`src/rtl/param_universal_shift_register.sv`:
```
// Parametrised universal shift register with a start/busy/done command interface.
// One start pulse runs a multi-cycle shift or rotate of `count` single-bit steps,
// or applies a parallel load / clear in one edge. Serial ports at both ends allow
// cascading several registers.
// Optional feature macro: USR_ABORT_EN adds an abort input and an aborted pulse.
module param_universal_shift_register #(
  parameter int unsigned WIDTH = 8,
  parameter int unsigned CNT_W = 4
) (
  input  logic             clk,
  input  logic             reset,
  input  logic             start,
  input  logic [2:0]       mode,
  input  logic [CNT_W-1:0] count,
  input  logic [WIDTH-1:0] load_data,
  input  logic             serial_in_left,
  input  logic             serial_in_right,
  output logic [WIDTH-1:0] data_out,
  output logic             serial_out_left,
  output logic             serial_out_right,
  output logic             busy,
  output logic             done
`ifdef USR_ABORT_EN
  ,
  input  logic             abort,
  output logic             aborted
`endif
);

  localparam logic [2:0] ModeNop  = 3'b000;
  localparam logic [2:0] ModeShl  = 3'b001;
  localparam logic [2:0] ModeShr  = 3'b010;
  localparam logic [2:0] ModeRol  = 3'b011;
  localparam logic [2:0] ModeRor  = 3'b100;
  localparam logic [2:0] ModeAsr  = 3'b101;
  localparam logic [2:0] ModeLoad = 3'b110;
  localparam logic [2:0] ModeClr  = 3'b111;

  typedef enum logic {StIdle, StShift} state_e;

  state_e           state_q, state_d;
  logic [WIDTH-1:0] data_q, data_d;
  logic [2:0]       mode_q, mode_d;
  logic [CNT_W-1:0] remain_q, remain_d;
  logic             done_q, done_d;
`ifdef USR_ABORT_EN
  logic             aborted_q, aborted_d;
`endif

  // One single-bit step of a shift/rotate mode; non-shift modes pass data through.
  function automatic logic [WIDTH-1:0] step_one(input logic [2:0]       m,
                                                input logic [WIDTH-1:0] d,
                                                input logic             sil,
                                                input logic             sir);
    logic [WIDTH-1:0] r;
    r = d;
    unique case (m)
      ModeShl: r = {d[WIDTH-2:0], sir};
      ModeShr: r = {sil, d[WIDTH-1:1]};
      ModeRol: r = {d[WIDTH-2:0], d[WIDTH-1]};
      ModeRor: r = {d[0], d[WIDTH-1:1]};
      ModeAsr: r = {d[WIDTH-1], d[WIDTH-1:1]};
      default: r = d;
    endcase
    return r;
  endfunction

  // Modes 001..101 are multi-step shifts; the rest complete in IDLE.
  function automatic logic is_shift(input logic [2:0] m);
    return (m == ModeShl) || (m == ModeShr) || (m == ModeRol) ||
           (m == ModeRor) || (m == ModeAsr);
  endfunction

  // Next-state logic: command acceptance in IDLE, one step per edge in SHIFT.
  always_comb begin
    state_d   = state_q;
    data_d    = data_q;
    mode_d    = mode_q;
    remain_d  = remain_q;
    done_d    = 1'b0;
`ifdef USR_ABORT_EN
    aborted_d = 1'b0;
`endif
    unique case (state_q)
      StIdle: begin
        if (start) begin
          if (is_shift(mode) && (count != '0)) begin
            // Latch the command; the first step happens on the following edge.
            mode_d   = mode;
            remain_d = count;
            state_d  = StShift;
          end else begin
            unique case (mode)
              ModeLoad: data_d = load_data;
              ModeClr:  data_d = '0;
              default:  data_d = data_q;  // NOP or zero-count shift
            endcase
            done_d = 1'b1;
          end
        end
      end
      StShift: begin
`ifdef USR_ABORT_EN
        if (abort) begin
          // Abort beats the final step: no step at this edge, no done.
          state_d   = StIdle;
          remain_d  = '0;
          aborted_d = 1'b1;
        end else
`endif
        begin
          data_d   = step_one(mode_q, data_q, serial_in_left, serial_in_right);
          remain_d = remain_q - 1'b1;
          if (remain_q == CNT_W'(1)) begin
            state_d = StIdle;
            done_d  = 1'b1;
          end
        end
      end
      default: state_d = StIdle;
    endcase
  end

  // State registers with asynchronous reset; reset discards any command in flight.
  always_ff @(posedge clk or posedge reset) begin
    if (reset) begin
      state_q   <= StIdle;
      data_q    <= '0;
      mode_q    <= ModeNop;
      remain_q  <= '0;
      done_q    <= 1'b0;
`ifdef USR_ABORT_EN
      aborted_q <= 1'b0;
`endif
    end else begin
      state_q   <= state_d;
      data_q    <= data_d;
      mode_q    <= mode_d;
      remain_q  <= remain_d;
      done_q    <= done_d;
`ifdef USR_ABORT_EN
      aborted_q <= aborted_d;
`endif
    end
  end

  // Outputs are direct views of registered state.
  always_comb begin
    data_out         = data_q;
    serial_out_left  = data_q[WIDTH-1];
    serial_out_right = data_q[0];
    busy             = (state_q == StShift);
    done             = done_q;
`ifdef USR_ABORT_EN
    aborted          = aborted_q;
`endif
  end

endmodule
```
`config.mk`:
```
export PLATFORM = sky130hd
export DESIGN_NAME = param_universal_shift_register
export DESIGN_NICKNAME = d
export VERILOG_FILES = /design/src/rtl/param_universal_shift_register.sv
export SDC_FILE = /design/constraint.sdc
export NUM_CORES = 1
export LEC_CHECK = 0
export CAP_MARGIN = 20
export CORE_MARGIN = 2
export CORE_UTILIZATION = 35
export CTS_CLUSTER_DIAMETER = 120
export CTS_CLUSTER_SIZE = 28
export DETAILED_ROUTE_END_ITERATION = 10
export SLEW_MARGIN = 0
export SYNTH_ARGS = -nofsm -noshare
export SYNTH_HDL_FRONTEND = slang
export SYNTH_SLANG_ARGS = --single-unit
```
`constraint.sdc`:
```
create_clock -name clk -period 2.5 [get_ports clk]
set_clock_uncertainty 0.15 [all_clocks]
set_input_delay 0.5 -clock clk [delete_from_list [all_inputs] [get_ports clk]]
set_output_delay 0.5 -clock clk [all_outputs]
set_load 0.005 [all_outputs]
```
# ---- Yosys cells after proc, flatten, opt, wreduce, memory -nomap -nowiden
# Cells that the tools add are included.
dict set report word_totals {
  word_cells 54
  output_inout_bits 12
  register_bits 17
}
dict set report classes {
  add_sub_neg 1
  eq_ne 20
  n_reduce_logical 10
  n_bitwise 1
  n_mux 16
}
# operator n
set op_table {}
lappend op_table {{8-bit case mux with 5 select lines} 1}
lappend op_table {{8-bit case mux with 2 select lines} 2}
lappend op_table {{3-bit == test, second input constant} 6}
lappend op_table {{8-bit 2-to-1 mux} 2}
lappend op_table {{3-bit by 2-bit == test with 1-bit output, second input constant} 4}
lappend op_table {{4-bit 2-to-1 mux} 2}
lappend op_table {{2-bit inequality test, second input constant} 4}
lappend op_table {{4-bit case mux with 2 select lines} 1}
lappend op_table {{3-bit by 1-bit == test with 1-bit output, second input constant} 2}
lappend op_table {{1-bit 2-to-1 mux} 6}
lappend op_table {{6-bit by 1-bit inequality test with 1-bit output, second input constant} 1}
lappend op_table {{5-bit by 1-bit inequality test with 1-bit output, second input constant} 1}
lappend op_table {{5-bit AND reduction} 1}
lappend op_table {{4-bit by 1-bit == test with 1-bit output, second input constant} 1}
lappend op_table {{1-bit logical OR} 4}
lappend op_table {{1-bit case mux with 2 select lines} 2}
lappend op_table {{4-bit AND reduction} 1}
lappend op_table {{4-bit nonzero test} 1}
lappend op_table {{4-bit by 1-bit subtractor with 4-bit output, second input constant} 1}
lappend op_table {{3-bit by 1-bit inequality test with 1-bit output, second input constant} 1}
lappend op_table {{3-bit AND reduction} 1}
lappend op_table {{2-bit AND reduction} 1}
lappend op_table {{1-bit logical AND} 1}
lappend op_table {{1-bit NOT} 1}

# ---- Longest topological paths before layout
# Gate-level depths: netlist of the first run.
dict set report logic_depth {
  depth_word 9
  ltp_mapped 6
  depth_no_buf 6
}

# ---- Least setup slack after synthesis of the first run
# Ideal clock, no wire load.
dict set report synth_timing {
  path_kind {input-to-reg}
  start {input port count[2]}
  end {register mode_q[0]}
  path_buffers 1
  stages 4
  setup_time_ps 125
  slack_ps 589
  t_required_ps 2225
  arrival_ps 1636
  path_cell_list {or4_4 -> and4b_1 -> buf_6 -> mux2_4}
}
dict set report synth_between {
  elab_chain_len 3
}
# element line
set synth_lines {}
lappend synth_lines {{start, declared} 14} ;# input logic [CNT_W-1:0] count,
lappend synth_lines {{4-bit nonzero test} 87} ;# if (is_shift(mode) && (count != '0)) begin
lappend synth_lines {{1-bit logical AND} 87}
lappend synth_lines {{3-bit AND reduction (no source line)} -}
lappend synth_lines {{end signal, assigned} 129} ;# mode_q <= ModeNop;
lappend synth_lines {{end signal, assigned} 138} ;# mode_q <= mode_d;
lappend synth_lines {{end, declared} 43} ;# logic [2:0] mode_q, mode_d;
# Every way passes these cells.
# A chain may end at the register's enable or synchronous reset.

# ---- Worst setup path after layout of the first run
dict set report layout_timing {
  start {input port count[2]}
  end {register mode_q[1]}
}
# The elaborated chain is that of the path after synthesis.

==> results of run 1 <==
## synthesized netlist by cell type, drive strengths merged, types with 2 or more instances
| library cell | n |
|---|---|
| a21oi | 14 |
| a221oi | 6 |
| and2 | 2 |
| buf | 3 |
| clkbuf | 3 |
| dfrtp | 17 |
| ha | 3 |
| inv | 7 |
| mux2 | 2 |
| mux2i | 2 |
| nand2 | 15 |
| nand2b | 3 |
| nand3b | 3 |
| nor2 | 3 |
| o21ai | 4 |
| o31ai | 7 |
## worst paths after layout
| kind | start | end | slack, ns | cells after the start |
|---|---|---|---|---|
| worst max-delay path | count[2] | mode_q[1] | 0.39 | 4 |
| worst min-delay path | remain_q[2] | remain_q[2] | 0.38 | 1 |
| worst max register to register | mode_q[2] | data_out[7] | 0.42 | 5 |
| worst min register to register | remain_q[2] | remain_q[2] | 0.38 | 1 |
| max in group asynchronous | reset | data_out[2] | 1.34 | 2 |
| min in group asynchronous | reset | remain_q[0] | 0.44 | 2 |
## sequential cells by signal, summed over array words and instances (netlist names)
register and count:
remain_q 4, busy 1, data_out 8, done 1
mode_q 3
## final cells by class
cell class / instances / area share
sequential: 17 / 0.298
multi-input combinational: 83 / 0.403
clock buffer: 4 / 0.0184
inverter: 7 / 0.0184
timing repair buffer: 34 / 0.233
tap: 33 / 0.0289
## routing by layer
layer	routed length, um	up-vias
met3	151	4
met1	1160	476
met2	1240	31
met5	0	-
met4	25	0
li1	-	489
## placed cells by master (no fill, tap or decap), types with 2 or more instances in the layout
cell,n
dfrtp_1,17
a221oi_1,6
o21ai_0,4
nand2b_1,3
mux2i_1,2
mux2_4,2
ha_1,3
buf_4,3
clkbuf_4,3
inv_1,7
nand2_1,15
a21oi_1,13
nand3b_1,3
clkdlybuf4s50_1,31
and2_1,2
o31ai_1,7
nor2_1,3
## where the power goes
part / leakage [nW] / internal (mW) / switching (mW)
registers: 0.208 / 0.415 / 0.183
clock network: 0.0150 / 0.0619 / 0.0830
logic: 0.361 / 0.526 / 0.447
## critical path, delay by kind of cell
family                 cells  cell delay, ns
buffers and inverters      1            0.43
and+or+nand+nor            2            0.86
muxes                      1            0.33
## metrics by stage
| step | total power [mW] | area, um2 | worst slack, ns |
|---|---|---|---|
| after detailed placement | 1.58 | 1400 | 0.0988 |
| after floorplan | 1.22 | 1060 | 0.589 |
| after CTS | 1.73 | 1430 | 0.404 |
| final | 1.72 | 1430 | 0.395 |
| after global placement | 1.57 | 1400 | 0.135 |
| after global routing | 1.90 | 1430 | 0.311 |
## kinds of logic (layout without fill, tap and decap cells)
family / Yosys count / in the layout / share of synthesized area
multiplexers: 4 / 4 / 0.0470
adder cells (fa/ha/maj): 3 / 3 / 0.0353
AO/OA/AOI/OAI: 41 / 41 / 0.277
AND/OR/NAND/NOR: 35 / 35 / 0.181
flip-flops: 17 / 17 / 0.400
buffers and inverters: 13 / 45 / 0.0599
==> results.md, run 1 <==
- Post-CTS sizing: 0
- Total track usage: 0.168
- FF/Latch Area: between 400 and 500 um2
- Pwr per Cell Area: 1200 mW/mm2
- Biggest area consumer among synthesized cells: dfrtp_1
- Vias/cell: roughly 5.6
- P_leak: a little under 0.6 nW
- Core Footprint: 0.00298 mm2
- Net count after synthesis: 136
- GRT Max-Usage Layer: met2
- Max cap viols: 0
- Initial antenna violation count: 0
- Area occupied by multi-input gates: ~580 um2
- Relative slew slack: 0.568
- First DRT Iteration DRCs: 44
- Max Root-Sink Buffers: 2
- Avg WL per Cell: 14.5 um
- Setup bufs post-CTS: 0
- Fin crit share: 0.842
- Placed cells: 174
- Synth Register Bits: 17
- Final setup TNS: 0 ns
- Full die area: 0.00350 mm2
- Slowest Stage Delay on Critical Path: roughly 0.55 ns
- Async SR Flop Fraction: 1.00
- Vias in the first global route: roughly 970
- Fin. Hold Viols: 0
- Clock transition at path regs: 0.10 ns
- Clk root buf: clkbuf_4
- Total grt overflow: 0
- Num CTS Buffers: 3
- Crit path DAT: between 2 and 2.5 ns
- Final Setup Violations: 0
- Antenna fix cells: 0
- Largest net degree at the start of global routing: 18
- Die height: 59.2 um
- I/O pin total: 32
- Die width: 59.2 um
- Clock latency on the worst-skew pair: 0.28 ns
- Syn_area_per_cell: ~9.4 um2
- First-pass GRT wire length: 4490 um
- Synth top area cells: dfrtp_1, a21oi_1, nand2_1
- Routed WL: 2580 um
- # fillers: 303
- Met3 Usage GRT: 0.0284
- DRT antenna net count: 0
- Initial Util: 0.358
- Yosys warning count: 0
- GP Congestion: 0.783
- Critical path peak fanout: 9
- Worst Max-Slew Pin Slew: about 0.65 ns
- Critical path endpoint category: register
- 1st-pass router iterations: 4
- Htree depth: 1
- Cells along the critical path: clkdlybuf4s50_1, or4_4, and4b_1, mux2_4
- Post-synth top flop: dfrtp_1
- Synth unique cells: 37
- Outcome: finished, final reports clean
- Final core occ: 0.479
- Final Non-Filler Cells: 178
- Startpoint Class: primary input
- Seq/Total Area, Yosys: 0.400
- Met1 Resource Use GR: 0.219
- Final min period: between 2 and 2.5 ns
- Netlist Area Pre-Place: around 0.0011 mm2
- Rows: 20
- Fmax: roughly 480 MHz
- RSZ-0062 raised after global routing: false
- Clock net sink count: 17
- Top cell type's share of synthesized area: 0.400
- Nets@finish: 169
- CTS tree: yes
- DRC violations left: 0
- Final Max Tran Viols: 0
- Critical Path RT: 2.52 ns
- Cts hold-fix bufs: 0
- EDFF count, synth: 0
- Area delta synth->final: 34.1%
- Number of port buffers: 31
- Share of layout cells above drive strength 1: 0.0897
- Grt met2 use: 0.278
- CP Class: in -> reg
- Hold/Removal Path Class: reg -> reg
- WHS: 0.384 ns
- DP Wirelength: 1990 um
- Max stage delay cell, worst path: or4_4
- Post-Synthesis Cells: 113
- VDD IR max: 0.405 mV
- Via count: 1000
No activity file was read; power rests on OpenSTA's default activity.
==> run 2, diff against run 1 <==
==> constraint.sdc (replaced) <==
create_clock -name clk -period 2 [get_ports clk]
set_clock_uncertainty 0.15 [all_clocks]
set_input_delay 0.4 -clock clk [delete_from_list [all_inputs] [get_ports clk]]
set_output_delay 0.4 -clock clk [all_outputs]
set_load 0.005 [all_outputs]
==> run 2 against run 1 <==
Compared with the run above:
- critical path depth did not move
- die area unchanged
- final area is 8.5% higher
- non-clock buffer count is 14 higher
- critical path type unchanged
- largest cell class unchanged
==> results.md, run 2 (same netlist as run 1, synthesis figures left out) <==
- Outcome: finished, final reports clean
- R2r endpoint: data_out[0]
- GP Congestion: 0.745 (-4.9%)
- Clk root buf: clkbuf_4
- Total grt overflow: 0 (unchanged)
- I/O pin total: 32 (unchanged)
- CTS tree: yes
- Antenna fix cells: 0 (unchanged)
- Max cap viols: 0 (unchanged)
- Largest register FFs: 8 (unchanged)
- Clock transition at path regs: 0.11 ns (about the same)
- DRT antenna net count: 0 (unchanged)
- Critical path endpoint category: register
- Final Setup Violations: 0 (unchanged)
- Critical Path RT: 2.03 ns (-0.49 ns)
- Fin crit share: 0.983
- Die width: 59.2 um (unchanged)
- Commonest non-fill, non-tap cell in the layout: clkdlybuf4s50_1
- First-pass GRT wire length: 4640 um (+3.4%)
- Placed cells: 188 (+8.0%)
- CP Class: in -> reg
- Vias in the first global route: 1008 (+3.6%)
- DP Wirelength: 2140 um (+7.8%)
- Routed WL: 2760 um (+7.1%)
- Htree depth: 1 (unchanged)
- Avg WL per Cell: 14.4 um (-0.74%)
- R2R setup slack: 0.17 ns (-0.25 ns)
- Final core occ: 0.520 (+0.0408)
- Fin. Hold Viols: 0 (unchanged)
- 1st-pass router iterations: 4 (unchanged)
- Share of layout cells above drive strength 1: 0.189 (+0.0990)
- Max Root-Sink Buffers: 2 (unchanged)
- Setup crit end: mode_q[1]
- Number of port buffers: 31 (unchanged)
- VDD IR max: 0.494 mV (+22%)
- Worst Setup SP: count[2]
- Crit path DAT: 2.00 ns (-0.13 ns)
- Most frequent cells in the layout: clkdlybuf4s50_1, dfrtp_1, buf_4
- Nets@finish: 183 (+8.3%)
- Full die area: 0.00350 mm2 (unchanged)
- Initial antenna violation count: 0 (unchanged)
- Area delta synth->final: 45.5%
- P_leak: 0.656 nW (+12%)
- Die height: 59.2 um (unchanged)
- Core Footprint: 0.00298 mm2 (unchanged)
- DRC violations left: 0 (unchanged)
- Final Non-Filler Cells: 192 (+7.9%)
- Rows: 20 (unchanged)
- Worst Max-Slew Pin Slew: 0.292 ns (-0.355 ns)
- Largest net degree at the start of global routing: 18 (unchanged)
- Clock net sink count: 17 (unchanged)
- Startpoint Class: primary input
- Hold/Removal Path Class: in -> async
- Pwr per Cell Area: 1510 mW/mm2 (+26%)
- Relative slew slack: 0.803 (+0.234)
- Worst r2r path cells: 5 (unchanged)
- Final Max Tran Viols: 0 (unchanged)
- RSZ-0062 raised after global routing: false
- Initial Util: 0.358 (unchanged)
- Vias/cell: 5.55 (-1.3%)
- Num CTS Buffers: 3 (unchanged)
- Cts hold-fix bufs: 0 (unchanged)
- Total track usage: 0.176 (+0.00777)
- Via count: 1065 (+6.5%)
- Critical path peak fanout: 9 (unchanged)
- Clock latency on the worst-skew pair: 0.30 ns (+0.02 ns)
- Worst r2r src: mode_q[1]
- First DRT Iteration DRCs: 36 (-18%)
- Final min period: 1.97 ns
- # fillers: 285 (-5.9%)
- Fmax: 508 MHz
[run 2: cell types whose count changed in the layout (fill, tap and decap cells not counted)]
cell      delta
buf_4       +13
clkinv_2     +1
clkbuf_1     -1
and4b_2      +1
buf_12       +1
dfrtp_2      +1
dfrtp_1      -1
and4b_1      -1
[run 2: metrics by stage]
stage | setup slack [ns] | hold slack [ns] | cell area [um2] | setup TNS, ns | total power [mW]
floorplan | 0.121 | 0.176 | 1060 | 0 | 1.52
global placement | -0.263 | 0.370 | 1520 | -1.29 | 2.12
detailed placement | -0.302 | 0.389 | 1520 | -1.63 | 2.17
CTS | 0.0150 | 0.248 | 1550 | 0 | 2.36
global route | 0.0163 | 0.278 | 1550 | 0 | 2.56
finish | 0.0331 | 0.239 | 1550 | 0 | 2.34
[run 2: worst max-delay path: stages]
cell             delay (ns)
clkdlybuf4s50_1        0.42
or4_4                  0.55
and4b_2                0.31
mux2_4                 0.32
[run 2: area by class of cell]
type                       count  area, um2  share of cell area
multi-input combinational     83        577               0.372
tap                           33       41.3              0.0267
timing repair buffer          48        450               0.291
clock inverter                 1       5.00             0.00323
inverter                       7       26.3              0.0170
sequential                    17        427               0.275
clock buffer                   3       22.5              0.0145
[run 2: worst min-delay path by stage]
stage,from,to
2_1_floorplan,reset,busy
3_3_place_gp,remain_q[2],remain_q[2]
3_5_place_dp,remain_q[0],remain_q[0]
4_1_cts,reset,data_out[5]
5_1_grt,reset,data_out[5]
6_report,reset,done
[run 2: timing repair]
item	in CTS	in global routing
setup buffers	0	0
endpoints found under the setup margin	1	3
resized for setup	1	1
[run 2: report_power, final]
part           switching, mW  internal [mW]
Combinational          0.617          0.801
Sequential             0.210          0.520
Clock                  0.116         0.0745
[run 2: routing by layer]
metal	global-route usage	vias to the layer above	routed length (um)
met5	0	-	0
met4	0.0584	0	26
met3	0.0306	4	137
met2	0.306	34	1380
met1	0.219	509	1220
li1	-	518	-
==> run 3, diff against run 2 <==
--- a/config.mk
+++ b/config.mk
@@ -15,3 +15,4 @@
 export SYNTH_ARGS = -nofsm -noshare
 export SYNTH_HDL_FRONTEND = slang
 export SYNTH_SLANG_ARGS = --single-unit
+export TNS_END_PERCENT = 5
==> constraint.sdc (replaced) <==
create_clock -name clk -period 1.8 [get_ports clk]
set_clock_uncertainty 0.15 [all_clocks]
set_input_delay 0.36 -clock clk [delete_from_list [all_inputs] [get_ports clk]]
set_output_delay 0.36 -clock clk [all_outputs]
set_load 0.005 [all_outputs]
==> run 3 against run 2 <==
Compared with the run above:
- die area did not move
- hold slack got worse by 0.048 ns
- register-to-register slack lost 0.12 ns
- sequential share of layout area down 2.1 points
- total power grew 21%
- count of clock-buffer cells in the layout grew 1
- global-route usage grew 0.60 points
- largest power group unchanged
- worst setup slack got worse by 0.020 ns
- critical path type unchanged
==> results.md, run 3 (same netlist as run 1, synthesis figures left out) <==
- P_leak: 0.812 nW (+24%)
- Total track usage: 0.182 (+0.00602)
- Final Non-Filler Cells: 202 (+5.2%)
- First-pass GRT wire length: 4800 um (+3.3%)
- Critical path peak fanout: 5 (-4)
- Initial Util: 0.358 (unchanged)
- R2R setup slack: 0.05 ns (-0.12 ns)
- DRC violations left: 0 (unchanged)
- Largest register FFs: 8 (unchanged)
- CTS tree: yes
- Critical path endpoint category: register
- Final min period: 1.79 ns
- VDD IR max: 0.883 mV (+79%)
- Max cap viols: 0 (unchanged)
- R2r endpoint: data_out[5]
- Cts hold-fix bufs: 0 (unchanged)
- Final setup TNS: 0 ns (unchanged)
- Clock latency on the worst-skew pair: 0.29 ns (about the same)
- Full die area: 0.00350 mm2 (unchanged)
- Clock net sink count: 17 (unchanged)
- Largest net degree at the start of global routing: 15 (-3)
- DRT antenna net count: 0 (unchanged)
- Via count: 1058 (-0.66%)
- Number of port buffers: 31 (unchanged)
- Most frequent cells in the layout: buf_4, clkdlybuf4s50_1, nand2_1
- Rows: 20 (unchanged)
- DP Wirelength: 2150 um (+0.40%)
- Die height: 59.2 um (unchanged)
- Final Max Tran Viols: 0 (unchanged)
- Total grt overflow: 0 (unchanged)
- Finished Cell Area: 0.00169 mm2 (+9.0%)
- First DRT Iteration DRCs: 61 (+69%)
- Pwr per Cell Area: 1680 mW/mm2 (+11%)
- Initial antenna violation count: 0 (unchanged)
- Critical Path RT: 1.84 ns (-0.19 ns)
- Placed cells: 193 (+2.7%)
- Avg WL per Cell: 14.0 um (-2.3%)
- Die width: 59.2 um (unchanged)
- Outcome: finished, final reports clean
- RSZ-0062 raised after global routing: true
- Relative slew slack: 0.760 (-0.0427)
- Routed WL: 2840 um (+2.8%)
- Fin crit share: 0.993
- GP Congestion: 0.743 (-0.26%)
- Antenna fix cells: 0 (unchanged)
- Final Setup Violations: 0 (unchanged)
- Vias/cell: 5.24 (-5.6%)
- Clock transition at path regs: 0.10 ns (about the same)
- Fmax: 560 MHz
- Hold/Removal Path Class: in -> async
- Vias in the first global route: 1038 (+3.0%)
- Htree depth: 1 (unchanged)
- Worst Max-Slew Pin Slew: 0.356 ns (+0.0633 ns)
- Core Footprint: 0.00298 mm2 (unchanged)
- Final Power: 2.83 mW (+21%)
- Startpoint Class: primary input
- 1st-pass router iterations: 4 (unchanged)
- CP Class: in -> reg
- Area delta synth->final: 58.6%
- Commonest non-fill, non-tap cell in the layout: buf_4
- Max Root-Sink Buffers: 2 (unchanged)
- Crit path DAT: 1.82 ns (-0.18 ns)
- Fin. Hold Viols: 0 (unchanged)
- Num CTS Buffers: 3 (unchanged)
- Placed cell areas: 0.00159 mm2 (+4.6%)
- Worst r2r path cells: 4 (-1)
- Worst r2r src: mode_q[2]
- I/O pin total: 32 (unchanged)
- Clk root buf: clkbuf_4
- Nets@finish: 193 (+5.5%)
- Share of layout cells above drive strength 1: 0.272 (+0.0835)
## run 3: cell type report
class                           instances  area [um2]
Fill cell                             286        1290
Multi-Input combinational cell         84         619
Inverter                                7        26.3
Timing Repair Buffer                   57         547
Sequential cell                        17         429
Clock buffer                            4        26.3
Tap cell                               33        41.3
## run 3: worst max path at each step
stage	startpoint	end	slack, ns	depth (start not counted)
5_1_grt	mode_q[2]	data_out[5]	-0.03	4
3_3_place_gp	count[2]	mode_q[0]	-0.42	4
3_5_place_dp	count[2]	mode_q[1]	-0.46	4
4_1_cts	busy	busy	0.006	1
2_1_floorplan	count[2]	mode_q[0]	0.03	4
6_report	mode[1]	mode_q[1]	0.01	4
## run 3: timing repair
action | CTS | global route
resized for setup | 7 | 12
pin swaps | 1 | 3
endpoints found under the setup margin | 13 | 16
gates cloned | 1 | 0
setup buffers | 1 | 3
## run 3: where the power goes
part           switching (mW)  internal (mW)  leakage [nW]
Combinational           0.788           1.05         0.593
Clock                   0.119         0.0861        0.0150
Sequential              0.205          0.583         0.204
## run 3: worst max-delay path, cell delays in order
cell and delay (ns):
clkdlybuf4s50_1 0.42, or3_1 0.44, and4b_2 0.29, mux2_4 0.31
## run 3: through the flow
| stage | worst slack [ns] | hold slack, ns | util |
|---|---|---|---|
| 3_5_place_dp | -0.458 | 0.377 | 0.534 |
| 2_1_floorplan | 0.0285 | 0.136 | - |
| 5_1_grt | -0.0339 | 0.198 | 0.567 |
| 6_report | 0.0132 | 0.191 | 0.567 |
| 3_3_place_gp | -0.419 | 0.369 | 0.534 |
| 4_1_cts | 0.00561 | 0.189 | 0.549 |
## run 3: layer usage
metal  share of wire  GRT usage
met1            0.47      0.250
met2            0.49      0.295
met3           0.035     0.0459
met4          0.0060     0.0292
met5               0          0
